[config.mk]
export PLATFORM = sky130hd
export DESIGN_NAME = mult_signed_seq
export DESIGN_NICKNAME = d
export VERILOG_FILES = /design/src/rtl/mult_pkg.sv /design/src/rtl/mult_signed_seq_cond_neg.sv /design/src/rtl/mult_signed_seq.sv
export SDC_FILE = /design/constraint.sdc
export NUM_CORES = 1
export LEC_CHECK = 0
export ABC_AREA = 1
export CAP_MARGIN = 25
export CORE_MARGIN = 1
export CORE_UTILIZATION = 57
export CTS_CLUSTER_SIZE = 25
export DETAILED_ROUTE_END_ITERATION = 10
export GPL_ROUTABILITY_DRIVEN = 0
export PLACE_DENSITY = 0.79
export SETUP_SLACK_MARGIN = 0.5
export SYNTH_ARGS = -nofsm -noshare
export SYNTH_HDL_FRONTEND = slang
export SYNTH_HIERARCHICAL = 1
export SYNTH_SLANG_ARGS = --single-unit
[constraint.sdc]
create_clock -name clk -period 2.8 [get_ports clk]
set_clock_uncertainty 0.1 [all_clocks]
set_input_delay 0.56 -clock clk [delete_from_list [all_inputs] [get_ports clk]]
set_output_delay 0.56 -clock clk [all_outputs]
set_load 0.1 [all_outputs]
[src/rtl/mult_pkg.sv]
// Shared types and helpers for the sequential signed multiplier.
// Provides the FSM state type and a wide conditional negate.
package mult_pkg;

  typedef enum logic [1:0] {
    IDLE,
    CALC,
    FIX,
    DONE
  } state_t;

  localparam int XW = 64;

  // Two's complement of x when en is set, else x unchanged.
  function automatic logic [XW-1:0] cond_neg(
    input logic [XW-1:0] x,
    input logic          en
  );
    return en ? (~x + 64'd1) : x;
  endfunction

endpackage

[src/rtl/mult_signed_seq_cond_neg.sv]
// Conditional two's complement: y = en ? ~x+1 : x.
// Ports: x[W] in, en in, y[W] out (combinational).
module cond_neg #(
  parameter int W = 4
) (
  input  logic [W-1:0] x,
  input  logic         en,
  output logic [W-1:0] y
);

  localparam logic [W-1:0] ONE = W'(1);

  assign y = en ? (~x + ONE) : x;

endmodule

[src/rtl/mult_signed_seq.sv]
// Sequential N x M shift-add multiplier, signed/unsigned per op.
// Ports: clk, rst_n (sync, active-low), in_valid/in_ready, A, B,
//   signed_mode, out_valid/out_ready, Prod, busy.
// Option: MULT_SEQ_EARLY_TERM_EN ends CALC once multiplier is zero.
module mult_signed_seq
  import mult_pkg::*;
#(
  parameter int N = 4,
  parameter int M = 5
) (
  input  logic           clk,
  input  logic           rst_n,
  input  logic           in_valid,
  output logic           in_ready,
  input  logic [N-1:0]   A,
  input  logic [M-1:0]   B,
  input  logic           signed_mode,
  output logic           out_valid,
  input  logic           out_ready,
  output logic [N+M-1:0] Prod,
  output logic           busy
);

  localparam int CNT_W = $clog2(M + 1);
  localparam int P_W   = N + M;

  state_t           state;
  logic [N-1:0]     mcand;
  logic [M-1:0]     mreg;
  logic [P_W-1:0]   acc;
  logic [CNT_W-1:0] cnt;
  logic             neg;

  logic             sign_a;
  logic             sign_b;
  logic [N-1:0]     mag_a;
  logic [M-1:0]     mag_b;
  logic [P_W-1:0]   fixed;

  logic [P_W-1:0]   addend;
  logic [CNT_W-1:0] cnt_nxt;
  logic [M-1:0]     mreg_sh;
  logic             last;

  assign sign_a = signed_mode & A[N-1];
  assign sign_b = signed_mode & B[M-1];

  cond_neg #(.W(N)) u_abs_a (
    .x  (A),
    .en (sign_a),
    .y  (mag_a)
  );

  cond_neg #(.W(M)) u_abs_b (
    .x  (B),
    .en (sign_b),
    .y  (mag_b)
  );

  cond_neg #(.W(P_W)) u_fix (
    .x  (acc),
    .en (neg),
    .y  (fixed)
  );

  // Shift cannot drop bits: max shift M-1 keeps mcand inside P_W.
  assign addend  = {{M{1'b0}}, mcand} << cnt;
  assign cnt_nxt = cnt + CNT_W'(1);
  assign mreg_sh = mreg >> 1;

`ifdef MULT_SEQ_EARLY_TERM_EN
  assign last = (cnt_nxt == CNT_W'(M)) || (mreg_sh == '0);
`else
  assign last = (cnt_nxt == CNT_W'(M));
`endif

  assign in_ready = rst_n && (state == IDLE);
  assign busy     = (state == CALC) || (state == FIX);

  always_ff @(posedge clk) begin
    if (!rst_n) begin
      state     <= IDLE;
      mcand     <= '0;
      mreg      <= '0;
      acc       <= '0;
      cnt       <= '0;
      neg       <= 1'b0;
      out_valid <= 1'b0;
      Prod      <= '0;
    end else begin
      unique case (state)
        IDLE: begin
          if (in_valid) begin
            mcand <= mag_a;
            mreg  <= mag_b;
            neg   <= sign_a ^ sign_b;
            acc   <= '0;
            cnt   <= '0;
            state <= CALC;
          end
        end
        CALC: begin
          if (mreg[0]) begin
            acc <= acc + addend;
          end
          mreg <= mreg_sh;
          cnt  <= cnt_nxt;
          if (last) begin
            state <= FIX;
          end
        end
        FIX: begin
          Prod      <= fixed;
          out_valid <= 1'b1;
          state     <= DONE;
        end
        DONE: begin
          if (out_ready) begin
            out_valid <= 1'b0;
            state     <= IDLE;
          end
        end
        default: begin
          state <= IDLE;
        end
      endcase
    end
  end

endmodule

==> impl_metrics.py <==
metrics = {
    "synth": {
        "ys_ff_latch": 34,
        "synthCells": 358,
        "synth_top_area_share_pct": 28.6,
        "yosysMostFrequentCell": "nand2_1",
        "postSynthAreaPerCell_um2": 6.65,
        "ys_async_sr_fraction_pct": 0,
        "synth_edf_count": 0,
        "synth_common_cells": "89 x nand2_1, 39 x inv_1, 38 x nor2_1",
        "synth_nets": 391,
        "yosysWarningCount": 6,
        "seq_area_frac_synth_pct": 28.6,
        "synth_largest_area_cell": "dfxtp_1",
        "synthTopCellsByArea": "dfxtp_1 29%, nand2_1 14%, ha_1 9.5%",
        "netlist_area_um2": 2380,
        "ys_types": 43,
        "ys.flop_type": "dfxtp_1",
    },
    "die": {
        "fp.dieArea_um2": 4440,
        "rows": 23,
        "ioPinCount": 26,
        "core_area_um2": 4000,
        "die_h_um": 66.6,
        "die_w_um": 66.6,
        "start_util_pct": 59.5,
    },
    "run": {
        "cap_violations": 0,
    },
    "clock_tree": {
        "cts_buffers": 5,
        "clk_pin_slew_ps": 80,
        "clock-sinks": 34,
        "clk_latency_ps": 300,
        "htree_levels": 2,
        "cts_tree": "built",
        "cts-root-buf": "clkbuf_8",
        "ctsLongestPathBuffers": 2,
    },
    "global_routing": {
        "grt_pass1_wl_um": 8850,
        "grt_max_degree": 22,
        "grt_overflow": 0,
        "antenna_found_initial": 0,
        "first_global_vias": 2003,
        "globalRouteTotalUtil_pct": 26.1,
    },
    "finish": {
        "n_antenna_cell": 0,
        "num-nets-final": 414,
        "areaGrowthSynthToFinish_pct": 16.8,
        "drive_gt1_share_pct": 14.1,
    },
    "worst_setup_path": {
        "critPathLaunchType": "flip-flop",
        "crit_slowest_cell": "dfxtp_4",
        "reg2reg_slack_ps": 650,
        "timing.rr.start": "cnt[0]",
        "path_class": "reg2reg",
        "end_kind": "flip-flop",
        "arrival_ps": 2280,
        "worstPathMaxFanout": 6,
        "reg2reg_depth": 12,
        "worstPathRequired_ps": 2930,
        "path_cells": "o21ai_0 -> nand2_1 -> o21ai_0 -> nor2_1 -> ha_1 -> a21oi_1 -> nand2_1 -> a21oi_1 -> inv_1 -> nand2_1 -> nand3_1 -> a21oi_1",
        "slowest_delay_ps": 370,
        "r2r_end": "acc[8]",
    },
    "detailed_routing": {
        "drt-vias-per-instance": 5.15,
        "routed_wl_um": 5200,
        "via_count": 2226,
        "firstDrtPassIters": 4,
        "ant_nets": 0,
        "first_iter_violations": 134,
        "wl_per_cell_um": 12.0,
        "drcViolationCount": 0,
    },
    "placement": {
        "hpwl_um": 3800,
        "port_buffers": 25,
        "dp_worst_setup_slack_ps": 475,
    },
    "power_and_ir_drop": {
        "peakVddDrop_v": 0.00111,
        "power.leakage_nw": 1.42,
        "power_density_nw_per_um2": 1010,
    },
    "min_path": {
        "min_path_cells": 2,
        "hp-start": "mreg[4]",
        "hold_path_class": "reg2reg",
        "worst_hold_path.endpoint": "mreg[4]",
    },
    "timing": {
        "rsz0062_at_grt": "no",
        "worst_slew_pin_slew_ps": 533,
        "fin_crit_sh_pct": 76.9,
        "setup_tns_ps": 0,
        "clock.fmax_mhz": 464,
        "setup_viol": 0,
        "setup_slack_ps": 647,
        "maxSlewHeadroom_pct": 64.4,
        "slew_violations": 0,
        "final_hold_viol_count": 0,
        "layout_min_cycle_time_ps": 2150,
    },
    "run_status": {
        "status": "completed",
    },
}
==> where the power goes <==
group          total, mW  internal, mW  switching [mW]
clock network      0.561         0.357           0.204
registers          0.728         0.614           0.114
logic               1.52         0.417            1.10
total               2.81          1.39            1.42
==> logic make-up after synthesis <==
family / after synthesis / synth area share (%)
AND/OR/NAND/NOR: 165 / 29.7
AO/OA/AOI/OAI: 71 / 17.1
buffers and inverters: 62 / 11.7
flip-flops: 34 / 28.6
adder cells (fa/ha/maj): 19 / 10.3
XOR/XNOR: 7 / 2.57
==> worst max-delay path: cells and delay by family (launching register included) <==
family | cells | cell delay [ps]
buffers and inverters | 1 | 50
adder cells (fa/ha/maj) | 1 | 340
AO/OA/AOI/OAI | 5 | 820
flip-flops | 1 | 370
AND/OR/NAND/NOR | 5 | 400
==> through the flow <==
step | util (%) | instance area, um^2 | total power [mW] | hold WS (ps) | instances
floorplan | - | 2380 | 1.95 | 339 | 358
global placement | 65.0 | 2600 | 2.19 | 348 | 422
detailed placement | 65.0 | 2600 | 2.21 | 352 | 422
CTS | 68.5 | 2740 | 2.78 | 364 | 430
global route | 69.5 | 2780 | 2.99 | 400 | 432
finish | 69.5 | 2780 | 2.81 | 365 | 432
==> per-layer routing <==
metal	GRT usage, %	vias up	wire [um]
met3	5.31	8	180
met1	36.0	973	2670
met4	7.18	0	76
met5	0	-	0
met2	40.9	46	2270
li1	-	1199	-
==> worst max-delay path by stage <==
stage | start | to | cells after the start | slack [ps]
final | cnt[0] | acc[8] | 12 | 650
after global routing | mcand[2] | acc[8] | 16 | 490
after CTS | cnt[1] | acc[8] | 10 | 540
after detailed placement | cnt[0] | acc[8] | 12 | 480
after global placement | cnt[0] | acc[5] | 13 | 580
after floorplan | rst_n | in_ready | 3 | 720
==> cell usage in the layout, fill, tap and decap left out, types with 2 or more instances in the layout <==
cell type        count
nand3b_1             3
nor3_1               2
a31oi_1              5
nor2_2               2
nor2_1              38
clkbuf_8             5
o21ai_1              3
nand2_2              5
o21ai_0             28
inv_2                6
bufinv_16            2
nand2_1             87
xnor2_1              2
dfxtp_1             31
a21oi_2              5
buf_4               14
nand4_1              2
dfxtp_2              2
nand3_1             20
a21oi_1             21
xor2_1               5
clkdlybuf4s50_1     13
clkinv_1             2
inv_1               39
ha_1                18
==> final cells by class <==
| type | count | area (um^2) |
|---|---|---|
| repair buffers | 29 | 268 |
| clock inverters | 3 | 68.8 |
| clock buffers | 5 | 68.8 |
| inverters | 49 | 188 |
| multi-input cells | 262 | 1440 |
| well taps | 50 | 62.6 |
| flip-flops and latches | 34 | 687 |
| fillers | 342 | 1220 |
==> state kept, by name (all words and copies together), names as in the netlist <==
name / flops
Prod: 9
mcand: 4
neg: 1
cnt: 3
out_valid: 1
state: 2
acc: 9
mreg: 5
==> what timing repair did <==
| item | 4_1_cts | 5_1_grt |
|---|---|---|
| hold buffers | 0 | 0 |
| hold endpoints to repair | 0 | 0 |
| pin swaps | 0 | 4 |
| setup buffers | 0 | 2 |
| setup endpoints to repair | 2 | 5 |
| gates resized for setup | 1 | 8 |
No activity file was read; power rests on OpenSTA's default activity.
